`src/rtl/evtcap_pkg.sv`:
```
`default_nettype none
// ============================================================================
// Module : evtcap_pkg - shared types/helpers for bitbus_event_capture
// Rev    : 1.0
// ============================================================================
package evtcap_pkg;

  typedef enum logic [1:0] {
    IDLE     = 2'd0,
    CAPTURE  = 2'd1,
    OVERFLOW = 2'd2
  } evtcap_state_t;

  localparam int EVTCAP_DEF_WIDTH    = 4;
  localparam int EVTCAP_DEF_TS_WIDTH = 32;
  localparam int EVTCAP_DROP_W       = 16;

  // Record layout at the default configuration; same "TS VAL" row order as the vector files.
  typedef struct packed {
    logic [EVTCAP_DEF_TS_WIDTH-1:0] ts;
    logic [EVTCAP_DEF_WIDTH-1:0]    bits;
  } evtcap_rec_t;

  function automatic int evtcap_ptr_w(input int depth);
    return (depth > 1) ? $clog2(depth) : 1;
  endfunction

endpackage
`default_nettype wire

```
`src/rtl/bitbus_event_capture_if.sv`:
```
`default_nettype none
// ============================================================================
// Module : bitbus_event_capture_if - valid/ready record stream
// Rev    : 1.0
// ============================================================================
interface bitbus_event_capture_if #(
  parameter int WIDTH    = 4,
  parameter int TS_WIDTH = 32
);
  logic                evt_valid;
  logic                evt_ready;
  logic [TS_WIDTH-1:0] evt_ts;
  logic [WIDTH-1:0]    evt_bits;

  modport master (output evt_valid, output evt_ts, output evt_bits, input evt_ready);
  modport slave  (input evt_valid, input evt_ts, input evt_bits, output evt_ready);
endinterface
`default_nettype wire

```
`src/rtl/evtcap_fifo.sv`:
```
`default_nettype none
// ============================================================================
// Module : evtcap_fifo - synchronous first-word-fall-through record FIFO
// Rev    : 1.0
// ============================================================================
module evtcap_fifo
  import evtcap_pkg::*;
#(
  parameter int DATA_W = 36,
  parameter int DEPTH  = 16
) (
  input  wire logic                         clk_i,
  input  wire logic                         rst_n_i,
  input  wire logic                         push_i,
  input  wire logic [DATA_W-1:0]            wdata_i,
  input  wire logic                         pop_i,
  output logic      [DATA_W-1:0]            rdata_o,
  output logic                              full_o,
  output logic                              empty_o,
  output logic      [evtcap_ptr_w(DEPTH):0] count_o
);

  localparam int                PTR_W      = evtcap_ptr_w(DEPTH);
  localparam logic [PTR_W:0]    c_full_cnt = (PTR_W+1)'(DEPTH);

  logic [DATA_W-1:0] mem_q [DEPTH];
  logic [DATA_W-1:0] mem_d [DEPTH];
  logic [PTR_W-1:0]  wr_ptr_q, wr_ptr_d;
  logic [PTR_W-1:0]  rd_ptr_q, rd_ptr_d;
  logic [PTR_W:0]    count_q, count_d;
  logic              w_do_push;
  logic              w_do_pop;

  assign full_o    = (count_q == c_full_cnt);
  assign empty_o   = (count_q == '0);
  assign count_o   = count_q;
  assign w_do_pop  = pop_i && !empty_o;
  // A pop in the same cycle frees the slot, so a full FIFO still accepts the push.
  assign w_do_push = push_i && (!full_o || w_do_pop);
  assign rdata_o   = empty_o ? '0 : mem_q[rd_ptr_q];

  always_comb begin
    mem_d    = mem_q;
    wr_ptr_d = wr_ptr_q;
    rd_ptr_d = rd_ptr_q;
    count_d  = count_q;
    if (w_do_push) begin
      mem_d[wr_ptr_q] = wdata_i;
      wr_ptr_d        = wr_ptr_q + 1'b1;
    end
    if (w_do_pop) begin
      rd_ptr_d = rd_ptr_q + 1'b1;
    end
    unique case ({w_do_push, w_do_pop})
      2'b10:   count_d = count_q + 1'b1;
      2'b01:   count_d = count_q - 1'b1;
      default: count_d = count_q;
    endcase
  end

  always_ff @(posedge clk_i) begin
    if (!rst_n_i) begin
      for (int i = 0; i < DEPTH; i++) begin
        mem_q[i] <= '0;
      end
      wr_ptr_q <= '0;
      rd_ptr_q <= '0;
      count_q  <= '0;
    end else begin
      mem_q    <= mem_d;
      wr_ptr_q <= wr_ptr_d;
      rd_ptr_q <= rd_ptr_d;
      count_q  <= count_d;
    end
  end

endmodule
`default_nettype wire

```
`src/rtl/bitbus_event_capture.sv`:
```
`default_nettype none
// ============================================================================
// Module : bitbus_event_capture - timestamped change-event recorder for bus bits
//          Define EVTCAP_DROP_COUNT_EN to add the saturating dropped_o counter.
// Rev    : 1.0
// ============================================================================
module bitbus_event_capture
  import evtcap_pkg::*;
#(
  parameter int WIDTH      = 4,
  parameter int TS_WIDTH   = 32,
  parameter int FIFO_DEPTH = 16
) (
  input  wire logic                              clk_i,
  input  wire logic                              rst_n_i,
  input  wire logic                              enable_i,
  input  wire logic [WIDTH-1:0]                  bits_i,
  bitbus_event_capture_if.master                 evt_if,
  output logic      [evtcap_ptr_w(FIFO_DEPTH):0] count_o,
  output logic                                   overflow_o
`ifdef EVTCAP_DROP_COUNT_EN
  ,
  output logic      [EVTCAP_DROP_W-1:0]          dropped_o
`endif
);

  typedef struct packed {
    logic [TS_WIDTH-1:0] ts;
    logic [WIDTH-1:0]    bits;
  } rec_t;

  logic                en_q, en_d;
  logic [WIDTH-1:0]    bits_q, bits_d;
  logic [WIDTH-1:0]    bits_prev_q, bits_prev_d;
  logic [TS_WIDTH-1:0] ts_q, ts_d;
  evtcap_state_t       state_q, state_d;
  logic                overflow_q, overflow_d;

  logic                w_change;
  logic                w_push_req;
  logic                w_lost;
  logic                w_fifo_push;
  logic                w_pop;
  logic                w_full;
  logic                w_empty;
  rec_t                w_wr_rec;
  rec_t                w_rd_rec;

  assign w_change = (bits_q != bits_prev_q);
  assign w_pop    = !w_empty && evt_if.evt_ready;
  assign w_wr_rec = '{ts: ts_q, bits: bits_q};

  always_comb begin
    en_d        = enable_i;
    bits_d      = bits_i;
    bits_prev_d = bits_q;
    ts_d        = en_q ? ts_q + 1'b1 : '0;
    state_d     = state_q;
    overflow_d  = overflow_q;
    w_push_req  = 1'b0;
    w_lost      = 1'b0;
    w_fifo_push = 1'b0;
    unique case (state_q)
      IDLE: begin
        if (en_q) begin
          state_d    = CAPTURE;
          overflow_d = 1'b0;
          w_push_req = 1'b1;
        end
      end
      CAPTURE: begin
        if (!en_q) begin
          state_d = IDLE;
        end else if (w_change) begin
          w_push_req = 1'b1;
        end
      end
      OVERFLOW: begin
        if (!en_q) begin
          state_d = IDLE;
        end
      end
      default: state_d = IDLE;
    endcase
    w_lost      = w_push_req && w_full && !w_pop;
    w_fifo_push = w_push_req && !w_lost;
    if (w_lost) begin
      overflow_d = 1'b1;
      state_d    = OVERFLOW;
    end
  end

  always_ff @(posedge clk_i) begin
    if (!rst_n_i) begin
      en_q        <= 1'b0;
      bits_q      <= '0;
      bits_prev_q <= '0;
      ts_q        <= '0;
      state_q     <= IDLE;
      overflow_q  <= 1'b0;
    end else begin
      en_q        <= en_d;
      bits_q      <= bits_d;
      bits_prev_q <= bits_prev_d;
      ts_q        <= ts_d;
      state_q     <= state_d;
      overflow_q  <= overflow_d;
    end
  end

  evtcap_fifo #(
    .DATA_W (TS_WIDTH + WIDTH),
    .DEPTH  (FIFO_DEPTH)
  ) u_fifo (
    .clk_i   (clk_i),
    .rst_n_i (rst_n_i),
    .push_i  (w_fifo_push),
    .wdata_i (w_wr_rec),
    .pop_i   (w_pop),
    .rdata_o (w_rd_rec),
    .full_o  (w_full),
    .empty_o (w_empty),
    .count_o (count_o)
  );

  assign evt_if.evt_valid = !w_empty;
  assign evt_if.evt_ts    = w_rd_rec.ts;
  assign evt_if.evt_bits  = w_rd_rec.bits;
  assign overflow_o       = overflow_q;

`ifdef EVTCAP_DROP_COUNT_EN
  logic [EVTCAP_DROP_W-1:0] dropped_q, dropped_d;
  logic [EVTCAP_DROP_W-1:0] w_drop_base;
  logic                     w_drop;

  // The record that trips the overflow counts, as does every later change while still enabled.
  always_comb begin
    w_drop_base = (state_q == IDLE && en_q) ? '0 : dropped_q;
    w_drop      = w_lost || (state_q == OVERFLOW && en_q && w_change);
    dropped_d   = w_drop_base;
    if (w_drop && (w_drop_base != {EVTCAP_DROP_W{1'b1}})) begin
      dropped_d = w_drop_base + 1'b1;
    end
  end

  always_ff @(posedge clk_i) begin
    if (!rst_n_i) begin
      dropped_q <= '0;
    end else begin
      dropped_q <= dropped_d;
    end
  end

  assign dropped_o = dropped_q;
`endif

endmodule
`default_nettype wire
```
`src/flat_wrapper.sv`:
```
// flat-port wrapper written by rule: the top's interface ports become plain ports
module bitbus_event_capture_flat import evtcap_pkg::*;
#(
  parameter int WIDTH      = 4,
  parameter int TS_WIDTH   = 32,
  parameter int FIFO_DEPTH = 16
)
  (clk_i, rst_n_i, enable_i, bits_i, count_o, overflow_o, evt_if_evt_valid, evt_if_evt_ts, evt_if_evt_bits, evt_if_evt_ready);
  bitbus_event_capture_if #(.WIDTH(WIDTH), .TS_WIDTH(TS_WIDTH)) evt_if_i ();
  input  wire logic clk_i;
  input  wire logic rst_n_i;
  input  wire logic enable_i;
  input  wire logic [WIDTH-1:0] bits_i;
  output logic      [evtcap_ptr_w(FIFO_DEPTH):0] count_o;
  output logic overflow_o;
  output wire logic [$bits(evt_if_i.evt_valid)-1:0] evt_if_evt_valid;
  output wire logic [$bits(evt_if_i.evt_ts)-1:0] evt_if_evt_ts;
  output wire logic [$bits(evt_if_i.evt_bits)-1:0] evt_if_evt_bits;
  input wire logic [$bits(evt_if_i.evt_ready)-1:0] evt_if_evt_ready;
  assign evt_if_evt_valid = evt_if_i.evt_valid;
  assign evt_if_evt_ts = evt_if_i.evt_ts;
  assign evt_if_evt_bits = evt_if_i.evt_bits;
  assign evt_if_i.evt_ready = evt_if_evt_ready;
  bitbus_event_capture #(.WIDTH(WIDTH), .TS_WIDTH(TS_WIDTH), .FIFO_DEPTH(FIFO_DEPTH)) u_core (.clk_i(clk_i), .rst_n_i(rst_n_i), .enable_i(enable_i), .bits_i(bits_i), .evt_if(evt_if_i), .count_o(count_o), .overflow_o(overflow_o));
endmodule
```
`config.mk`:
```
export PLATFORM = sky130hd
export DESIGN_NAME = bitbus_event_capture_flat
export DESIGN_NICKNAME = d
export VERILOG_FILES = /design/src/rtl/evtcap_pkg.sv /design/src/rtl/bitbus_event_capture_if.sv /design/src/rtl/evtcap_fifo.sv /design/src/rtl/bitbus_event_capture.sv /design/src/flat_wrapper.sv
export SDC_FILE = /design/constraint.sdc
export NUM_CORES = 2
export LEC_CHECK = 0
export ABC_CLOCK_PERIOD_IN_PS = 3900
export CAP_MARGIN = 20
export CORE_MARGIN = 4
export CORE_UTILIZATION = 55
export DETAILED_ROUTE_END_ITERATION = 8
export PLACE_DENSITY = 0.82
export SYNTH_ARGS = -nofsm -noshare
export SYNTH_HDL_FRONTEND = slang
export SYNTH_SLANG_ARGS = --single-unit
```
`constraint.sdc`:
```
create_clock -name clk_i -period 3.9 [get_ports clk_i]
set_input_delay 0.39 -clock clk_i [delete_from_list [all_inputs] [get_ports clk_i]]
set_output_delay 0.39 -clock clk_i [all_outputs]
set_load 0.005 [all_outputs]
```
# == Yosys cells after proc, flatten, opt, wreduce, memory -nomap -nowiden ==
# Cells that the tools add are included.
# W data, S select, Z words.
# totals
regBits,633
output_inout_bits,43
# classes
n_addsub,5
n_lt_le_gt_ge,3
eq_ne,10
muxes,19
bitwise_logic,3
n_reduce_logical,23
# op_table
cell,count
$bwmux W576,1
$bmux W36 S4,1
$demux W36 S4,1
$mux W36,4
$add A32 B1 Y32 const B,1
$ge A5 B5 Y1 const B,2
$not A4 Y5,2
$pmux W5 S2,1
$add A4 B1 Y4 const B,2
$reduce_and A2 Y1,4
$logic_and A1 B1 Y1,7
$mux W1,6
$mux W2,3
$reduce_bool A2 Y1,3
$add A5 B1 Y5 const B,1
$eq A5 B5 Y1 const B,1
$logic_not A5 Y1,1
$lt A5 B1 Y1 const B,1
$sub A5 B1 Y5 const B,1
$eq A2 B1 Y1 const B,2
$eq A2 B2 Y1 const B,2
$logic_not A1 Y1,4
$ne A4 B4 Y1,1
$pmux W2 S2,1
9 further kinds,10

# == Depth between registers and ports, before layout ==
# logic_depth
word_depth,11
depth_mapped,15

# == Cells and area by module ==
# A second synthesis with hierarchy kept.
# unflattened
cells_unflattened,2575
hier_area_um2,28070.7
# by_module_without_submodules
mod,instances,cells_each,area_each_um2
evtcap_fifo,1,2356,26120.1
bitbus_event_capture,1,219,1950.6

# == Worst setup path before layout ==
# No wires, ideal clock.
# synth_path
path_type,reg2reg
from,reg u_core.u_fifo.count_q[1] (netlist: u_core.u_fifo.count_o[1])
to,reg u_core.u_fifo.count_q[4] (netlist: u_core.u_fifo.count_o[4])
setup_ns,0.072
arrival_ns,2.819
setup_slack_ns,1.009
path_stages_with_launch,16
n_path_buf,3
period_less_slack_ns,2.891
cell_sequence,dfxtp_1 > buf_6 > nor4_4 > nor3b_4 > a211oi_4 > buf_6 > inv_1 > ha_1 > clkbuf_1 > xor2_1 > ha_1 > a211o_1 > nand2_1 > nand3b_1 > a31oi_1 > mux2i_1
# synth_between
elab_chain_cells,10
elab_cells_between_ends,19
classes_between,add/sub (2); eq/ne (3); mux (1); reduce/logical (13)
# synth_lines
element,line,rtl
from (decl),evtcap_fifo.sv:30,"logic [PTR_W:0] count_q, count_d;"
from (signal assigned),evtcap_fifo.sv:73,count_q <= count_d;
$logic_not A5 Y1,evtcap_fifo.sv:35,assign empty_o = (count_q == '0);
$logic_not A1 Y1,"evtcap_fifo.sv:37, bitbus_event_capture.sv:50",
$logic_and A1 B1 Y1,bitbus_event_capture.sv:50,assign w_pop = !w_empty && evt_if.evt_ready;
$logic_not A1 Y1,bitbus_event_capture.sv:85,w_lost = w_push_req && w_full && !w_pop;
$logic_and A1 B1 Y1,bitbus_event_capture.sv:85,
$logic_not A1 Y1,bitbus_event_capture.sv:86,w_fifo_push = w_push_req && !w_lost;
$logic_and A1 B1 Y1,bitbus_event_capture.sv:86,
$logic_and A1 B1 Y1,evtcap_fifo.sv:39,assign w_do_push = push_i && (!full_o || w_do_pop);
$eq A2 B1 Y1 / $eq A2 B2 Y1 (equally long branches),evtcap_fifo.sv:54,"unique case ({w_do_push, w_do_pop})"
$pmux W5 S2 / $reduce_bool A2 Y1 (equally long branches),-,
# Several ways; a longest one is shown, not always the timed one.
# A chain may end at the register's enable or synchronous reset.

# == Final worst setup path ==
# layout_path
from,reg u_core.u_fifo.count_q[1] (netlist: u_core.u_fifo.count_o[1])
to,out evt_if_evt_ts[15]
# layout_between
elab_chain_cells,2
# layout_lines
element,line,rtl
$logic_not A5 Y1,evtcap_fifo.sv:35,
$mux W36,evtcap_fifo.sv:40,assign rdata_o = empty_o ? '0 : mem_q[rd_ptr_q];
to (decl),flat_wrapper.sv:17,output wire logic [$bits(evt_if_i.evt_ts)-1:0] evt_if_evt_ts;
# No other way between the ends.

==> metrics.md <==
| Metric | Value |
|---|---|
| Nets@finish | roughly 2500 |
| Synth warnings | 0 |
| Gr ovfl total | 0 |
| DRT Pass-1 Iters | 5 |
| Simple-Gate Fraction of Synth Area | between 10% and 20% |
| Cts bufs inserted | between 60 and 70 |
| Peak VDD IR | around 0.00052 V |
| Resized cells post-CTS | 0 |
| Period utilisation layout | 96.23% |
| DRC Markers | 0 |
| Post-synthesis xor/xnor area fraction | between 1 and 1.5% |
| Placed wire-length estimate | slightly below 40 mm |
| Synth cell count leaders | 655 x mux2i_1, 634 x nand2_1, 633 x dfxtp_1 |
| Number of synthesized flops with an enable pin | 0 |
| Die area | ~55000 um^2 |
| First-pass GRT wire length | ~100 mm |
| DRT iter0 DRCs | between 1000 and 1500 |
| Initial core utilization | between 50% and 60% |
| Buffers on Ports | 50 |
| Antenna violations before repair | 0 |
| Cells after Synth | 2546 |
| Final Hold Fails | 0 |
| Cts hold-fix bufs | 0 |
| Fin Setup TNS | 0 ns |
| Final setup vio count | 0 |
| Critical setup path kind | flip-flop to output port |
| Ranking of synthesized cells by area | dfxtp_1 45%, mux2i_1 23%, mux4_2 12% |
| Status | finished clean |
| Hold slack | 0.3493 ns |
| Fraction of synthesized area in multiplexers | 34.99% |
| Synth unique cells | between 40 and 50 |
| Detailed Route WL | 65.58 mm |
| Synth top area share | a little under half |
| Pwr dens | roughly 470 nW/um^2 |
| Clock Skew | about 0.018 ns |
| Startpoint Class | flip-flop |
| Clock Latency Late Sink | 0.63 ns |
| Ports | just over 50 |
| Die Ht | approximately 230 um |
| Slew headroom | around a third |
| Post-synth net total | 2566 |
| Leak | roughly 14 nW |
| Slew Limit Fails | 0 |
| CTS tree | yes |
| Minimum clock period | between 3 and 4 ns |
| Layout cell share with drive strength beyond 1 | approximately an eighth |
| CTS root buf | clkbuf_16 |
| Routed via count | roughly 19000 |
| Worst Path Arrival | 3.36 ns |
| Worst slew pin tran | around 1.0 ns |
| Routed Antenna Nets | 0 |
| # H-tree levels | 2 |
| Worst Hold Class | input port to flip-flop |
| Die X | 233.7 um |
| Clock Path Buffers | 3 |
| FP Rows | between 80 and 90 |
| Synthesis-to-layout area growth | 9.801% |
| Fillcell total | around 3800 |
| Worst endpoint required time | ~3.5 ns |
| Synth Area in Adders | 0.5360% |
| Avg Cell Area, Syn | 11.00 um^2 |
| Crit end category | output port |
| DR WL/cell | 20.43 um |
| Synth Flop Type | dfxtp_1 |
| MaxCap Viol Count | 0 |
| RSZ-0062 raised after global routing | no |
| Core area | roughly 50000 um^2 |
| Cell Area, Synth | around 28000 um^2 |
| Crit-path max FO | 24 |
| Post-CTS Setup Inserts | 0 |
| Worst-path clk slew | 0.06 ns |
| Largest net degree at the start of global routing | 156 |
| Sequential area share after synthesis | around 45% |
| Antenna diodes | 0 |
| Global-route usage over all layers | between 20% and 30% |
| Async set or reset register ratio after synthesis | 0% |
| Yosys top cell by area | dfxtp_1 |
| Fmax | between 200 and 300 MHz |
| Final GP Congestion | roughly 0.78 |
| Top-count cell post-synth | mux2i_1 |
| Largest family of logic cells by synthesized area | multiplexers |
| Vias in the first global route | 19680 |
| Seq cells post-synth | 633 |
| Synth Area in Compound Gates | under 10% |
| CTS sink count | approximately 630 |
| Via density | roughly 5.9 |
-- kinds of logic (layout without fill, tap and decap cells) --
logic type               count (synthesis)  in the layout
buffers and inverters                  247            239
adder cells (fa/ha/maj)                 12             12
XOR/XNOR                                40             40
AND/OR/NAND/NOR                        756            756
multiplexers                           799            799
flip-flops                             633            633
AO/OA/AOI/OAI                           59             59
-- where the power goes --
part | leakage [nW] | total (mW) | switching [mW] | internal (mW)
combinational | 7.82 | 1.90 | 1.10 | 0.801
sequential | 5.10 | 6.63 | 0.124 | 6.51
clock | 1.02 | 6.07 | 2.52 | 3.55
total | 13.9 | 14.6 | 3.74 | 10.9
-- registers in the layout, indices dropped and copies added (netlist names) --
signal / flops
u_core.bits_prev_d: 4
u_core.bits_prev_q: 4
u_core.en_q: 1
u_core.overflow_o: 1
u_core.state_q: 2
u_core.ts_q: 32
u_core.u_fifo.count_o: 5
u_core.u_fifo.mem_q: 576
u_core.u_fifo.rd_ptr_q: 4
u_core.u_fifo.wr_ptr_q: 4
-- per-layer routing --
layer	routed length, um	share of wire, %	vias up	GRT usage, %
li1	-	-	8731	-
met1	27760	42	9484	30.77
met2	32350	49	534	40.53
met3	3265	5.0	161	3.927
met4	2198	3.4	0	9.172
met5	0	0	-	0
-- final cells by class --
class | count | area, um^2 | share of cell area (%)
flip-flops and latches | 633 | 12680 | 41.24
inverters | 16 | 60.06 | 0.1953
clock buffers | 94 | 1831 | 5.952
repair buffers | 110 | 1181 | 3.841
well taps | 672 | 840.8 | 2.734
multi-input cells | 1666 | 13910 | 45.22
clock inverters | 19 | 251.5 | 0.8177
-- worst max-delay path, stage by stage, from the launching register on --
cell,delay (ns)
dfxtp_1,0.53
nor4_4,0.10
nand2_1,0.20
nand2b_2,0.52
buf_4,0.40
o22ai_1,0.39
clkdlybuf4s50_1,0.60
-- path summary, 6_finish.rpt --
path                                          startpoint  slack [ns]  depth (start not counted)                  endpoint
worst max-delay path            u_core.u_fifo.count_o[1]        0.15                          6         evt_if_evt_ts[15]
worst min-delay path                             rst_n_i        0.35                          3  u_core.u_fifo.mem_q[435]
worst max register to register  u_core.u_fifo.count_o[1]        0.97                         12  u_core.u_fifo.count_o[4]
worst min register to register  u_core.u_fifo.mem_q[501]        0.46                          2  u_core.u_fifo.mem_q[501]
-- placed cells by master (no fill, tap or decap), drive strengths merged, types with 6 or more instances in the layout --
cell type,count
mux2i,655
nand2,634
dfxtp,633
mux4,144
clkbuf,94
buf,61
clkdlybuf4s50,49
o22ai,38
nor2,34
nand3,27
xor2,26
nand4,18
inv,17
xnor2,14
ha,12
clkinv,11
and2,10
nor2b,8
o21ai,6
nand2b,6
-- stage by stage --
step	setup slack, ns	utilization [%]	cell area (um^2)	power [mW]	cells
after floorplan	1.009	-	28010	8.062	2546
after global placement	0.7568	57.03	28670	8.652	3097
after detailed placement	0.7098	57.03	28670	8.684	3097
after CTS	0.1454	61.17	30750	14.69	3210
after global routing	0.03376	61.17	30750	15.08	3210
final	0.1471	61.17	30750	14.60	3210
No activity file was read; power rests on OpenSTA's default activity.
